==> src/rtl/bcd_xs3_serial_converter.sv <==
// bcd_xs3_serial_converter: converts a multi-digit word between BCD and Excess-3, one digit per clock, LSD first,
// and flags each invalid input digit.
module bcd_xs3_serial_converter #(
  parameter int DIGITS = 4
) (
  input  logic                clk,
  input  logic                rst,
  input  logic                in_valid,
  output logic                in_ready,
  input  logic                in_mode,
  input  logic [4*DIGITS-1:0] in_data,
  output logic                out_valid,
  input  logic                out_ready,
  output logic [4*DIGITS-1:0] out_data,
  output logic                out_err,
  output logic [DIGITS-1:0]   out_err_mask,
  output logic                busy
);
  localparam int IW = (DIGITS > 1) ? $clog2(DIGITS) : 1;
  typedef enum logic [1:0] {IDLE, CONV, DONE} state_t;
  state_t state, state_nx;
  logic [IW-1:0] idx;
  logic [4*DIGITS-1:0] cap;
  logic mode;
  logic [3:0] dig, res;
  logic bad, last;
  always_ff @(posedge clk or posedge rst)
    if (rst) state <= IDLE;
    else state <= state_nx;
  always_comb begin
    state_nx = state;
    case (state)
      IDLE: if (in_valid) state_nx = CONV;
      CONV: if (last) state_nx = DONE;
      DONE: if (out_ready) state_nx = IDLE;
      default: state_nx = IDLE;
    endcase
  end
  always_comb begin
    in_ready = state == IDLE;
    out_valid = state == DONE;
    busy = state != IDLE;
    out_err = |out_err_mask;
  end
  assign last = idx == IW'(DIGITS - 1);
  assign dig = cap[{idx, 2'b00} +: 4];
  assign bad = mode ? (dig < 4'd3 || dig > 4'd12) : dig > 4'd9;
  assign res = bad ? 4'h0 : mode ? dig - 4'd3 : dig + 4'd3;
  always_ff @(posedge clk or posedge rst)
    if (rst) begin
      cap <= '0;
      mode <= 1'b0;
      idx <= '0;
      out_data <= '0;
      out_err_mask <= '0;
    end else if (state == IDLE && in_valid) begin
      cap <= in_data;
      mode <= in_mode;
      idx <= '0;
      out_data <= '0;
      out_err_mask <= '0;
    end else if (state == CONV) begin
      out_data[{idx, 2'b00} +: 4] <= res;
      out_err_mask[idx] <= bad;
      if (!last) idx <= idx + IW'(1);
    end
endmodule

==> config.mk <==
export PLATFORM = sky130hd
export DESIGN_NAME = bcd_xs3_serial_converter
export DESIGN_NICKNAME = d
export VERILOG_FILES = /design/src/rtl/bcd_xs3_serial_converter.sv
export SDC_FILE = /design/constraint.sdc
export NUM_CORES = 1
export LEC_CHECK = 0
export ABC_AREA = 0
export CAP_MARGIN = 25
export CORE_AREA = 2 2 106 57
export CTS_CLUSTER_SIZE = 25
export DETAILED_ROUTE_END_ITERATION = 10
export DIE_AREA = 0 0 108 59
export GPL_TIMING_DRIVEN = 0
export PLACE_DENSITY = 0.62
export SYNTH_ARGS = -nofsm -noshare
export SYNTH_HDL_FRONTEND = slang
export SYNTH_SLANG_ARGS = --single-unit
==> constraint.sdc <==
create_clock -name clk -period 2.97 [get_ports clk]
set_input_delay 0.891 -clock clk [delete_from_list [all_inputs] [get_ports clk]]
set_output_delay 0.891 -clock clk [all_outputs]
set_load 0.01 [all_outputs]
Word-level counts from Yosys, hierarchy flattened. Cells that the tools add are included. Widths: inputs -> output; s select.

Flip-flop bits (word level): 41. Bits in latches: 0. Memory bits (writable): 0. Bits in read-only memories: 0. Bits of input ports: 21. Output and inout bits: 24. Logic and storage cells: 52. Memories kept: 0.

Add/subtract/negate cells: 4. Multiply operators: 0. Divide/modulo/power cells: 0. $lt $le $gt $ge: 5. Eq/ne operators: 7. Shift operators: 3. Mux-type cells: 18. Bitwise operators: 0. Reductions and logical operators: 9.

Operators by type and width (number): $mux 16 (2); $bwmux 16 (1); $mux 4 (4); $shift 4x6->16 const A (1); $shiftx 16x5->4 (1); $shiftx 4x6->16 (1); $mux 2 (6); $gt 4x4->1 const B (2); $neg 4->6 (1); $pmux 2 s3 (1); $add 4x2->4 const B (1); $bwmux 4 (1); $eq 2x2->1 const B (2); $lt 4x2->1 const B (1); $ne 2x1->1 const B (2); $ne 2x2->1 const B (2); $reduce_bool 2->1 (2); $reduce_or 4->1 (1); $sub 4x2->4 const B (1); $lt 2x3->1 const B (1); $reduce_and 3->1 (1); $add 2x1->2 const B (1); $demux 1 s2 (1); $eq 2x1->1 const B (1); 6 further kinds (8).

Longest topological paths before layout. Gate-level depths: netlist of the first run.

Depth in word-level cells: 9. Gate-level depth with buffers: 11. Mapped depth without buffers: 8.

Worst setup path after synthesis of the first run. OpenSTA, ideal clock, no wires.

Kind: flip-flop to flip-flop. From: reg idx[0]. To: reg out_err_mask[0]. Library setup time: 122 ps. Arrival: 2624 ps. Data required time: 2848 ps. Path slack: 224 ps. Cell stages (with the launch flop): 12. Path buffers: 3. Clock period less this slack: 2746 ps. Cells stage by stage: dfrtp_1 -> buf_6 -> buf_6 -> mux4_2 -> inv_1 -> ha_1 -> nor2_1 -> a2111oi_1 -> o31ai_1 -> a22o_1 -> buf_6 -> a32o_1.

Word-level cells in the longest chain between the ends: 7. Elaborated cells on any way between the ends: 14. Classes of those cells: order compare (5); shift (1); mux (6); reduce/logical (2).

RTL lines: from (decl) (RTL line 22) `logic [IW-1:0] idx;`; from (signal assigned) (RTL line 65) `if (!last) idx <= idx + IW'(1);`; $shiftx 16x5->4 (tied with other cells) (RTL line 46) `assign dig = cap[{idx, 2'b00} +: 4];`; $lt 4x2->1 (tied with other cells) (RTL line 47) `assign bad = mode ? (dig < 4'd3 || dig > 4'd12) : dig > 4'd9;`; $logic_or 1x1->1 / $mux 1 (equally long branches) (RTL line 47, 64); $mux 1 / $demux 1 s2 (equally long branches) (RTL line 47, 64); $bwmux 4 (*) (RTL line 64) `out_err_mask[idx] <= bad;`; $mux 4 (*) (RTL line 62) `end else if (state == CONV) begin`; $mux 4 (*) (RTL line 56) `end else if (state == IDLE && in_valid) begin`; to (signal assigned) (RTL line 55) `out_err_mask <= '0;`; to (signal assigned) (RTL line 61) `out_err_mask <= '0;`; to (signal, indexed assignment) (RTL line 64); to (decl) (RTL line 16) `output logic [DIGITS-1:0] out_err_mask,`.

Mark *: on every way between the ends. The rest lies on a longest branch, timed or not. The select of a mux whose other input is x is not followed. A chain may end at the register's enable or synchronous reset.

Final worst setup path of the first run. Ends and elaborated chain as after synthesis.

==> results of run 1 <==
## final cells by class
type                    instances  share of cell area, %
multi-input cells             125                   36.2
plain buffers                  10                   2.29
clock buffers                   7                   3.45
clock inverters                 1                  0.179
inverters                       9                   1.21
flip-flops and latches         41                   36.8
well taps                      73                   3.27
repair buffers                 47                   16.6
## synth_stat cells, types with 2 or more instances
cell type and count:
and3_1 2, o31ai_1 3, buf_6 3, mux4_2 4
a2111oi_1 2, a211oi_1 2, nor2_1 5, dfrtp_1 41
clkbuf_1 4, a21oi_1 3, o21ai_0 10, o31ai_2 4
buf_2 3, nand2b_1 4, nor2b_1 5, inv_1 9
nand3_1 3, nand2_1 25, or4_1 2, a32o_1 4
a21o_1 4, ha_1 7, mux2_2 16, a22o_1 8
## kinds of logic (layout without fill, tap and decap cells)
family                     count (synthesis)  count (layout)  share of synthesized area, %
muxes                                     20              20                          12.9
adders and majority gates                  7               7                          4.18
AOI/OAI and AO/OA                         45              45                          16.9
xor gates and xnor gates                   1               1                         0.418
and+or+nand+nor                           52              52                          12.0
DFF                                       41              41                          48.9
buffers and inverters                     19              74                          4.65
## final timing paths
check | from | to
worst min register to register | out_data[9] | out_data[9]
worst max-delay path | idx[0] | out_err_mask[0]
min in group asynchronous | rst | cap[1]
worst min-delay path | out_data[9] | out_data[9]
worst max register to register | idx[0] | out_err_mask[0]
max in group asynchronous | rst | cap[13]
## power by group through the flow
stage	Sequential (mW)	Clock, mW	Combinational (mW)
2_1_floorplan	0.901	0	1.27
3_3_place_gp	0.898	0	1.82
4_1_cts	0.897	0.410	1.91
5_1_grt	0.932	0.435	2.18
3_5_place_dp	0.908	0	1.87
6_report	0.899	0.398	2.01
## metal layers
layer,vias up,share of wire (%),track usage [%]
li1,780,-,-
met1,778,48,23.9
met2,52,45,22.4
met3,8,6.5,3.63
met4,0,1.4,5.68
met5,-,0,0
## registers in the layout, summed over array words and instances, names as in the netlist
signal        cells
idx               2
out_err_mask      4
cap              16
mode              1
state             2
out_data         16
## worst reg2reg max path, delay by kind of cell (launching register included)
kind / cells / cell delay (ns)
flops: 1 / 0.38
compound gates: 4 / 0.88
fa+ha+maj: 1 / 0.21
mux: 1 / 0.56
buf+inv: 4 / 0.57
simple gates: 1 / 0.09
## through the flow
step	hold WS, ns	instances	worst slack [ns]	utilization (%)
3_3_place_gp	0.466	302	-0.0662	49.1
4_1_cts	0.493	311	0.0228	51.4
5_1_grt	0.510	313	0.0445	52.2
3_5_place_dp	0.475	302	-0.0629	49.1
2_1_floorplan	0.475	185	0.224	-
6_report	0.485	313	0.158	52.2
## what timing repair did
| action | CTS | global route |
|---|---|---|
| gates resized for setup | 2 | 3 |
| buffers inserted | 1 | 2 |
| cloned | 0 | 0 |
| pin swaps | 0 | 3 |
| endpoints found under the setup margin | 6 | 12 |
==> flow_metrics.py, run 1 <==
metrics = {
    "outcome": {
        "status": "completed",
    },
    "timing": {
        "worst_pin_slew_ns": 0.854,
        "period_share_pct": 94.7,
        "timing.fmax_mhz": 356,
        "setup_viol": 0,
        "max_slew_margin_pct": 43.0,
        "drv_slew": 0,
        "rsz0062_at_grt": "false",
        "setup-tns-final_ns": 0,
        "skew_ns": 0.00717,
        "final_hold_viol_count": 0,
        "fin_crit_ns": 2.81,
    },
    "synthesis": {
        "synth_top_area_share_pct": 48.9,
        "synth-main-ff-cell": "dfrtp_1",
        "ys.warnings.count": 0,
        "synthTopCellsByArea": "dfrtp_1 49%, mux2_2 8.6%, nand2_1 4.5%",
        "seq_area_frac_synth_pct": 48.9,
        "synth_cells": 185,
        "avgSynthCellArea_sq_um": 11.3,
        "syn_nets": 213,
        "synthArstFlopShare_pct": 100,
        "yosysUniqueCellTypes": 36,
        "syn_area_sq_um": 2100,
        "ys_ff_latch": 41,
        "synth_edf_count": 0,
        "synth.largest_area_cell": "dfrtp_1",
    },
    "grt": {
        "grt_pass1_vias": 1522,
        "grt_use_total_pct": 15.9,
        "grt_pass1_wl_mm": 7.67,
        "grt_max_degree": 42,
        "antenna_found_initial": 0,
        "grt_overflow_total": 0,
    },
    "setup_path": {
        "crit_top_cell": "buf_6",
        "path_depth": 11,
        "rr_worst_depth": 11,
        "cp_cell_sequence": "buf_6 > buf_6 > mux4_2 > inv_1 > ha_1 > nor2_2 > a2111oi_4 > o31ai_1 > a22o_1 > buf_6 > a32o_1",
        "cp-start-kind": "flip-flop",
        "required_ns": 3.15,
        "cpPeakStageDelay_ns": 0.56,
        "cpMaxStageDelayCell": "mux4_2",
        "cp.arrival_ns": 3.00,
        "path_delay_family": "compound AO/OA/AOI/OAI gates",
        "cp_num_buf_inv": 4,
        "end_kind": "flip-flop",
        "crit_type": "reg -> reg",
        "rrSetupSlack_ns": 0.16,
        "critPathMaxFanout": 10,
    },
    "final_layout": {
        "multiInputGateArea_sq_um": 1010,
        "nNetsFinal": 267,
        "diodes": 0,
        "drive_gt1_share_pct": 19.6,
        "nFillCells": 485,
        "layout_commonest_cell": "clkdlybuf4s50_1",
        "seqCellArea_sq_um": 1030,
        "layout_common_cells": "44 x clkdlybuf4s50_1, 41 x dfrtp_1, 25 x nand2_1, 16 x mux2_2, 10 x o21ai_0",
        "area_growth_pct": 33.1,
        "postLayoutCellArea_sq_um": 2790,
    },
    "detailed_routing": {
        "vias": 1618,
        "wire_per_inst_um": 14.7,
        "viasPerCell": 5.17,
        "firstDrtPassIters": 4,
        "drtIter0Drc": 83,
        "drc": 0,
        "totalWireLength_mm": 4.61,
        "ant_nets": 0,
    },
    "floorplanning": {
        "fp.dieH_um": 59,
        "die_w_um": 108,
        "die-area_sq_um": 6370,
        "rows": 19,
        "core-area_sq_um": 5350,
        "ios": 45,
        "initial_core_util_pct": 39.2,
    },
    "clock_tree": {
        "clock-root-buffer": "clkbuf_8",
        "h-tree-depth": 2,
        "cts_tree": "yes",
        "clk_latency_ns": 0.29,
        "cts_buffer_depth": 2,
        "hold_buffers": 0,
        "cts-buffers-inserted": 5,
        "path_clk_slew_ns": 0.08,
        "cts_sinks": 41,
    },
    "power_and_ir_drop": {
        "power_mw": 3.31,
        "clkPwrFrac_pct": 12.0,
        "p_int_mw": 1.89,
        "p_leak_nw": 1.19,
        "powerDensity_nw_per_um2": 1190,
        "vdd_drop_max_uv": 506,
        "p_comb_share_pct": 60.8,
        "switching_share_pct": 42.7,
        "power.switching_mw": 1.41,
        "seq_power_share_pct": 27.2,
    },
    "min_path": {
        "whs_path_depth": 2,
        "hold_path.class": "reg -> reg",
    },
    "placed_design": {
        "place_area_sq_um": 2630,
        "numPortBuffers": 44,
        "dp_hpwl_mm": 3.34,
        "routabilityCongestion": 0.838,
    },
    "run": {
        "max_cap_viol_count": 0,
    },
}
Power figures use the tool's default switching activity.
==> inputs of run 2 (changes only) <==
--- a/config.mk
+++ b/config.mk
@@ -8,6 +8,7 @@
 export ABC_AREA = 0
 export CAP_MARGIN = 25
 export CORE_AREA = 2 2 106 57
+export CTS_CLUSTER_DIAMETER = 100
 export CTS_CLUSTER_SIZE = 25
 export DETAILED_ROUTE_END_ITERATION = 10
 export DIE_AREA = 0 0 108 59
==> results of run 2 <==
Same layout as run 1: the final DEF is identical, and so are final timing and power.
